**src/rtl/muldiv_unit.sv**
```systemverilog
// Iterative 32x32 multiply / divide unit with private HI/LO registers.
// Shift-add multiply and restoring divide, one iteration per clock, start/finish handshake.
module muldiv_unit #(
    parameter int ITERS = 32
) (
    input  logic               CLK,
    input  logic               RST_N,
    input  logic               start,
    input  logic        [4:0]  aluop,
    input  logic signed [31:0] aluA,
    input  logic signed [31:0] aluB,
    output logic        [31:0] hiOut,
    output logic        [31:0] loOut,
    output logic               finish
);
    localparam int CNT_W = (ITERS > 1) ? $clog2(ITERS) : 1;
    localparam logic [CNT_W-1:0] LAST = CNT_W'(ITERS - 1);
    localparam logic [4:0] OP_MTHI = 5'b01001;
    localparam logic [4:0] OP_MTLO = 5'b01011;

    typedef enum logic [1:0] {IDLE, CALC, DONE} state_t;

    state_t           state;
    logic [CNT_W-1:0] cnt;
    logic [63:0]      acc;
    logic [31:0]      mcand;
    logic             op_div;
    logic             neg_res;
    logic             neg_rem;

    function automatic logic [31:0] magnitude(input logic [31:0] x, input logic sgn);
        return (sgn && x[31]) ? (~x + 32'd1) : x;
    endfunction

    function automatic logic [31:0] neg32(input logic [31:0] x, input logic en);
        return en ? (~x + 32'd1) : x;
    endfunction

    function automatic logic [63:0] neg64(input logic [63:0] x, input logic en);
        return en ? (~x + 64'd1) : x;
    endfunction

    logic        is_mdu;
    logic        op_signed;
    logic        div_zero;
    logic [31:0] mag_a;
    logic [31:0] mag_b;

    assign is_mdu    = (aluop[4:2] == 3'b011);
    assign op_signed = ~aluop[0];
    assign div_zero  = aluop[1] && (aluB == '0);
    assign mag_a     = magnitude(aluA, op_signed);
    assign mag_b     = magnitude(aluB, op_signed);

    // Multiply step: the add carry lands in bit 63 after the right shift.
    logic [32:0] mul_sum;
    logic [63:0] mul_next;
    assign mul_sum  = {1'b0, acc[63:32]} + (acc[0] ? {1'b0, mcand} : 33'd0);
    assign mul_next = {mul_sum, acc[31:1]};

    // Divide step: the partial remainder is 33 bits wide once shifted, so the trial subtract is too.
    logic [32:0] div_diff;
    logic [63:0] div_next;
    assign div_diff = acc[63:31] - {1'b0, mcand};
    assign div_next = div_diff[32] ? {acc[62:0], 1'b0} : {div_diff[31:0], acc[30:0], 1'b1};

    logic [63:0] acc_next;
    logic [63:0] prod;
    logic [31:0] res_hi;
    logic [31:0] res_lo;

    always_comb begin
        acc_next = op_div ? div_next : mul_next;
        prod     = neg64(mul_next, neg_res);
        res_hi   = prod[63:32];
        res_lo   = prod[31:0];
        if (op_div) begin
            res_hi = neg32(div_next[63:32], neg_rem);
            res_lo = neg32(div_next[31:0], neg_res);
        end
    end

    always_ff @(posedge CLK) begin
        if (state == IDLE && start && is_mdu) begin
            op_div  <= aluop[1];
            neg_res <= op_signed & (aluA[31] ^ aluB[31]);
            neg_rem <= op_signed & aluA[31];
            if (aluop[1]) begin
                acc   <= {32'd0, mag_a};
                mcand <= mag_b;
            end else begin
                acc   <= {32'd0, mag_b};
                mcand <= mag_a;
            end
        end else if (state == CALC) begin
            acc <= acc_next;
        end
    end

    always_ff @(posedge CLK or negedge RST_N) begin
        if (!RST_N) begin
            state  <= IDLE;
            cnt    <= '0;
            hiOut  <= '0;
            loOut  <= '0;
            finish <= 1'b0;
        end else begin
            finish <= 1'b0;
            case (state)
                IDLE: begin
                    if (start && is_mdu) begin
                        cnt <= '0;
                        if (div_zero) begin
                            hiOut  <= aluA;
                            loOut  <= '1;
                            finish <= 1'b1;
                            state  <= DONE;
                        end else begin
                            state <= CALC;
                        end
                    end else if (!start && aluop == OP_MTHI) begin
                        hiOut <= aluA;
                    end else if (!start && aluop == OP_MTLO) begin
                        loOut <= aluA;
                    end
                end
                CALC: begin
                    if (!start) begin
                        state <= IDLE;
                    end else begin
                        cnt <= cnt + 1'b1;
                        if (cnt == LAST) begin
                            hiOut  <= res_hi;
                            loOut  <= res_lo;
                            finish <= 1'b1;
                            state  <= DONE;
                        end
                    end
                end
                DONE:    state <= IDLE;
                default: state <= IDLE;
            endcase
        end
    end
endmodule

```
**config.mk**
```make
export PLATFORM = sky130hd
export DESIGN_NAME = muldiv_unit
export DESIGN_NICKNAME = d
export VERILOG_FILES = /design/src/rtl/muldiv_unit.sv
export SDC_FILE = /design/constraint.sdc
export NUM_CORES = 1
export LEC_CHECK = 0
export CORE_MARGIN = 2
export CORE_UTILIZATION = 37
export CTS_CLUSTER_DIAMETER = 120
export DETAILED_ROUTE_END_ITERATION = 7
export DONT_BUFFER_PORTS = 1
export PLACE_DENSITY_LB_ADDON = 0.12
export SYNTH_ARGS = -nofsm -noshare
export SYNTH_HDL_FRONTEND = slang
export SYNTH_SLANG_ARGS = --single-unit
export TNS_END_PERCENT = 10
```
**constraint.sdc**
```tcl
create_clock -name CLK -period 8.2 [get_ports CLK]
set_clock_uncertainty 0.05 [all_clocks]
set_input_delay 1.23 -clock CLK [delete_from_list [all_inputs] [get_ports CLK]]
set_output_delay 1.23 -clock CLK [all_outputs]
set_load 0.1 [all_outputs]
```
==> run_results.csv, run 1 <==
group,metric,value,unit
critical_path,crit_slowest_cell,"a221oi_2",
pwr,swShare,50.2,%
logic_synthesis,syn_area,0.0176,mm²
clock_tree,path_clk_slew,80,ps
layout,instances_no_fill,2735,
layout,n_fill_cell,4834,
routing,vias_per_cell,6.30,
routing,wl,71500,µm
layout,layout-drive-gt1-share,4.65,%
sta,fin_crit_sh,71.8,%
global_routing,overflow,0,
worst_hold_path,hp-class,"in2async",
logic_synthesis,ys_ff_latch,171,
layout,nets,2259,
layout,area_growth,5.47,%
logic_synthesis,yosysMostFrequentCell,"nand2_1",
global_routing,antenna_found_initial,3,
logic_synthesis,synth_cell_types,105,
pwr,switching_power,1.85,mW
clock_tree,clockBufferDepth,2,
logic_synthesis,synth_top_area_share,16.9,%
sta,clock.fmax,0.170,GHz
routing,vias,17200,
clock_tree,post_cts_buffers,0,
place,gp_congestion,0.934,
die,io_pins,137,
critical_path,crit_chain,"clkinv_1 > buf_4 > nor2_1 > fa_1 > a21o_1 > a221oi_2 > nor2_1 > a22o_1 > or4_1 > a221oi_1 > nor3b_1 > nand2_2 > o31ai_1 > xor2_1 > o211ai_1 > a21o_1",
die,initial_core_util,37.7,%
sta,min_period,5890,ps
clock_tree,cts-root-buf,"clkbuf_16",
logic_synthesis,syn_inst,2221,
critical_path,required,8510,ps
sta,finalMaxSlewViolations,0,
clock_tree,cts.sinks,171,
logic_synthesis,synth_area_leaders,"edfxtp_1, dfrtp_1, mux2i_1, nand2_1, xnor2_1",
logic_synthesis,yosysSeqAreaShare,27.1,%
die,dieArea,0.0494,mm²
pwr,powerDensity,199,mW/mm²
sta,tightestPinTransition,1160,ps
pwr,p_int,1.84,mW
place,dpl.hpwl,55200,µm
critical_path,end_kind,"flop",
status,status,"complete, no violations",
routing,drt-initial-drc-count,1795,
critical_path,critPathMaxFanout,34,
routing,wl_per_cell,26.1,µm
routing,antenna_left,0,
global_routing,grt_pass1_vias,16200,
logic_synthesis,synthTopCellsByCount,"nand2_1, nor2_1, a21oi_1",
critical_path,criticalPathCategory,"reg2reg",
pwr,vdd_ir_drop_max,0.169,mV
critical_path,crit_path_max_incr_delay,880,ps
die,die_y,222,µm
sta,tns,0,ps
clock_tree,htreeDepth,4,
logic_synthesis,syn_nets,2366,
logic_synthesis,synth_edf_count,99,
sta,rsz0062_at_grt,"no",
job,drv_cap,0,
sta,relSlewSlack,21.4,%
place,place_inst,2702,
sta,hold_viol,0,
layout,ff_latch_area,0.00477,mm²
critical_path,critical_path_arrival,6190,ps
global_routing,grt.total_usage,28.3,%
clock_tree,cts_made_buffers,17,
logic_synthesis,ys.flop_type,"edfxtp_1",
logic_synthesis,synth_top_area_cell,"edfxtp_1",
layout,multi_input_comb_area,0.0120,mm²
global_routing,grt_max_degree,154,
critical_path,cp-start-kind,"flop",
sta,finalSetupViolCount,0,
pwr,comb_power_share,25.7,%
die,row_count,79,
clock_tree,postCtsResizedCells,0,
die,floorplan.die.width,222,µm
pwr,pwr-share-clk,23.5,%
pwr,leakage,7.26,nW
clock_tree,tritoncts,"done",
die,coreArea,0.0468,mm²
logic_synthesis,async_flop_share,42.1,%
routing,drc,0,
clock_tree,cts_hold_buf,0,
logic_synthesis,avgSynthCellArea,7.93,µm²
logic_synthesis,yosysWarnings,0,
routing,drtPass1Iterations,7,
pwr,p_seq_share,50.8,%
place,port_buffers,0,
clock_tree,clk_latency,470,ps
global_routing,grt_pass1_wl,105000,µm
==> final cells by class <==
class | instances | share of cell area (%)
Multi-Input combinational cell | 1832 | 64.7
Sequential cell | 171 | 25.7
Tap cell | 607 | 4.09
Clock buffer | 21 | 2.59
Inverter | 75 | 1.52
Timing Repair Buffer | 17 | 0.754
Clock inverter | 11 | 0.646
Antenna cell | 1 | 0.0135
==> worst max-delay path, delay by kind of cell, from the launching register on <==
family,cells,cell delay (ps)
AO/OA/AOI/OAI,7,2670
AND/OR/NAND/NOR,5,1420
adder cells (fa/ha/maj),1,460
XOR/XNOR,1,240
flip-flops,1,470
buffers and inverters,2,440
==> state kept, by name (all words and copies together) (netlist names) <==
name	cells
neg_res	1
acc	64
hiOut	32
neg_rem	1
finish	1
state	2
op_div	1
mcand	32
loOut	32
cnt	5
==> power groups by stage <==
stage | clock, mW | sequential, mW | combinational [mW]
floorplan | 0 | 1.81 | 0.697
global placement | 0 | 1.89 | 0.918
detailed placement | 0 | 1.89 | 0.921
CTS | 0.872 | 1.87 | 0.928
global route | 0.900 | 1.88 | 1.03
finish | 0.866 | 1.87 | 0.948
==> layout by cell type (no fill, tap or decap), types with 52 or more instances in the layout <==
cell	n
nand2_1	252
nor2_1	231
a21oi_1	169
o21ai_0	148
mux2i_1	116
xnor2_1	106
xor2_1	104
edfxtp_1	99
dfrtp_1	72
ha_1	71
inv_1	69
o31ai_1	52
==> path summary, 6_finish.rpt <==
kind	cells past startpoint	end	slack (ps)	startpoint
setup / recovery	16	hiOut[31]	2310	acc[0]
hold / removal	0	hiOut[17]	390	RST_N
min in group CLK	1	cnt[0]	490	cnt[0]
setup reg to reg	16	hiOut[31]	2310	acc[0]
max in group asynchronous	0	loOut[28]	7540	RST_N
hold reg to reg	1	cnt[0]	490	cnt[0]
==> per-stage QoR <==
| stage | hold slack [ps] | util (%) | cell area (µm²) | setup slack [ps] | total power, mW |
|---|---|---|---|---|---|
| 2_1_floorplan | 437 | - | 17600 | 2830 | 2.50 |
| 3_3_place_gp | 466 | 38.5 | 18000 | 2490 | 2.81 |
| 3_5_place_dp | 475 | 38.5 | 18000 | 2460 | 2.81 |
| 4_1_cts | 379 | 39.7 | 18600 | 2440 | 3.67 |
| 5_1_grt | 384 | 39.7 | 18600 | 2020 | 3.82 |
| 6_report | 394 | 39.7 | 18600 | 2310 | 3.69 |
==> cells by family (layout without fill, tap and decap cells) <==
logic type                 count (synthesis)  in the layout  share of synthesized area [%]
adders and majority gates                 73             73                           5.27
and+or+nand+nor                          778            778                           21.2
buffers and inverters                    218            124                           4.81
muxes                                    123            123                           7.10
DFF                                      171            171                           27.1
xor gates and xnor gates                 212            212                           10.6
other                                      0              1                              0
AOI/OAI and AO/OA                        646            646                           23.9
==> routing by layer <==
layer  vias to the layer above  global-route usage (%)  share of wire (%)
li1                       7927                       -                  -
met1                      8466                    37.9                 44
met2                       717                    45.4                 46
met3                       109                    5.42                7.6
met4                         0                    10.5                3.3
met5                         -                       0                  0
(Power assumes the default switching activity.)
==> run 2: changes to the inputs <==
Clock period 8.2 ns to 4.94 ns, I/O delays scaled along.
==> run 2 against run 1 <==
  * Clock power up 63%
  * Sequential share of layout area down 1.6 points
  * Clock-buffer cell count down 3
  * Critical endpoint unchanged
  * Power up 70%
  * Utilization up 2.7 points
  * Routed wire length up 5.0%
  * Cell area up 6.8%
  * First-iteration DRC count up 3.5%
  * Global-route usage up 1.5 points
  * Cell count up 5.4%
  * Worst setup slack worse by 2200 ps
==> run_results.csv, run 2 (same netlist as run 1, synthesis figures left out) <==
group,metric,value,unit
die,io_pins,137,
global_routing,grt_pass1_vias,16900,
global_routing,grt_max_degree,153,
critical_path,reg2reg_depth,17,
clock_tree,cts-root-buf,"clkbuf_16",
critical_path,crit_start,"acc[0]",
critical_path,path_delay_family,"compound AO/OA/AOI/OAI gates",
status,status,"complete, no violations",
clock_tree,cts.sinks,171,
routing,drc,0,
pwr,comb_power_share,28.1,%
clock_tree,path_clk_slew,80,ps
critical_path,cp.depth,17,
place,dpl.hpwl,58900,µm
layout,multi_input_comb_area,0.0122,mm²
sta,fin_crit_sh,97.0,%
clock_tree,clk_latency,460,ps
critical_path,crit_chain,"clkinvlp_4 > nor2_1 > ha_1 > a21o_1 > a31oi_1 > a2111oi_0 > buf_4 > or4b_2 > o211ai_1 > o311ai_4 > buf_4 > nor4_4 > nand2_2 > o31ai_2 > xor2_1 > o211ai_1 > a21o_1",
sta,tightestPinTransition,1120,ps
layout,area_growth,12.7,%
layout,nets,2406,
global_routing,grt.total_usage,29.8,%
critical_path,criticalPathCategory,"reg2reg",
die,floorplan.die.width,222,µm
critical_path,critPathCapture,"hiOut[31]",
critical_path,reg2reg_slack,150,ps
critical_path,crit_path_max_incr_delay,630,ps
global_routing,grt_pass1_wl,111000,µm
critical_path,end_kind,"flop",
die,row_count,79,
layout,n_fill_cell,4742,
critical_path,critical_path_arrival,5100,ps
pwr,vdd_ir_drop_max,0.355,mV
routing,drt-initial-drc-count,1858,
place,port_buffers,0,
layout,ff_latch_area,0.00477,mm²
sta,clock.fmax,0.209,GHz
clock_tree,clockBufferDepth,2,
routing,vias_per_cell,6.13,
layout,largest_reg_flops,64,
critical_path,crit_slowest_cell,"or4b_2",
routing,wl,75000,µm
critical_path,required,5250,ps
pwr,p_seq_share,49.4,%
worst_hold_path,hp-class,"in2async",
sta,tns,0,ps
pwr,leakage,7.99,nW
sta,finalMaxSlewViolations,0,
routing,vias,17700,
layout,layout_commonest_cell,"nand2_1",
die,coreArea,0.0468,mm²
clock_tree,htreeDepth,4,
pwr,swShare,50.0,%
routing,wl_per_cell,26.0,µm
die,dieArea,0.0494,mm²
sta,finalSetupViolCount,0,
critical_path,cp-start-kind,"flop",
critical_path,cp_num_buf_inv,3,
clock_tree,cts_made_buffers,17,
critical_path,critPathMaxFanout,7,
clock_tree,tritoncts,"done",
sta,hold_viol,0,
pwr,switching_power,3.13,mW
sta,relSlewSlack,25.3,%
pwr,p_int,3.13,mW
layout,layout-drive-gt1-share,11.7,%
pwr,powerDensity,315,mW/mm²
die,initial_core_util,37.7,%
critical_path,reg2reg_to,"hiOut[31]",
sta,rsz0062_at_grt,"yes",
job,drv_cap,0,
routing,antenna_left,0,
sta,min_period,4790,ps
routing,drtPass1Iterations,6,
global_routing,antenna_found_initial,2,
global_routing,overflow,0,
die,die_y,222,µm
critical_path,worst_r2r_startpoint,"acc[0]",
layout,utilization,42.5,%
place,gp_congestion,0.965,
layout,regMostFlops,"acc",
layout,layout_common_cells,"nand2_1, nor2_1, a21oi_1",
pwr,pwr-share-clk,22.5,%
-- run 2: cell count changes in the layout (fill, tap and decap cells not counted), moves of 3 or more --
cell,change
buf_4,+143
a21oi_1,-7
a21oi_2,+7
inv_8,+3
-- run 2: worst min-delay path by stage --
stage                endpoint  cells past startpoint
finish              hiOut[14]                      1
global route        hiOut[13]                      1
CTS                 hiOut[14]                      1
detailed placement  hiOut[14]                      0
global placement    hiOut[14]                      0
floorplan              cnt[0]                      0
-- run 2: metal layers --
metal  vias up  wire length, µm  GRT usage [%]
met1      8630            32400           39.2
met4         4             2650           10.6
met3       123             5140           5.42
li1       8222                -              -
met2       678            34800           49.0
met5         -               27              0
-- run 2: worst reg2reg max path, delay by kind of cell (launching register included) --
family | cells | cell delay, ps
compound gates | 8 | 1870
flops | 1 | 420
simple gates | 4 | 1290
buf+inv | 3 | 580
xor+xnor | 1 | 180
fa+ha+maj | 1 | 310
-- run 2: metrics by stage --
step | total power [mW] | hold WS (ps) | instance area (µm²) | instances | worst slack [ps]
floorplan | 4.16 | 395 | 17700 | 2221 | 19.3
global placement | 4.80 | 397 | 19100 | 2847 | 96.8
detailed placement | 4.81 | 397 | 19100 | 2847 | 64.9
CTS | 6.24 | 114 | 19700 | 2880 | 23.9
global route | 6.50 | 144 | 19900 | 2881 | -5.67
finish | 6.26 | 116 | 19900 | 2882 | 146
-- run 2: area by class of cell --
cell class	instances	share of cell area, %
antenna	1	0.0126
clock buffer	18	2.16
clock inverter	14	0.750
inverter	75	1.44
multi-input combinational	1832	61.2
sequential	171	24.0
tap	607	3.83
timing repair buffer	164	6.53
-- run 2: power groups by stage --
stage	clock, mW	sequential [mW]	combinational, mW
final	1.41	3.09	1.76
after global placement	0	3.12	1.68
after detailed placement	0	3.12	1.69
after floorplan	0	3.00	1.16
after global routing	1.47	3.11	1.91
after CTS	1.43	3.09	1.72
-- run 2: timing repair --
action	4_1_cts	5_1_grt
setup endpoints to repair	1	19
buffers inserted	0	1
pin swaps	0	4
resized for setup	1	21
hold endpoints to repair	72	0
hold buffers	1	0
==> run 3: changes to the inputs <==
Settings changed: CAP_MARGIN set to 20, HOLD_SLACK_MARGIN set to 0.1, SLEW_MARGIN set to 20.
==> results of run 3 <==
Final layout, timing and power as in run 2 (identical DEF).
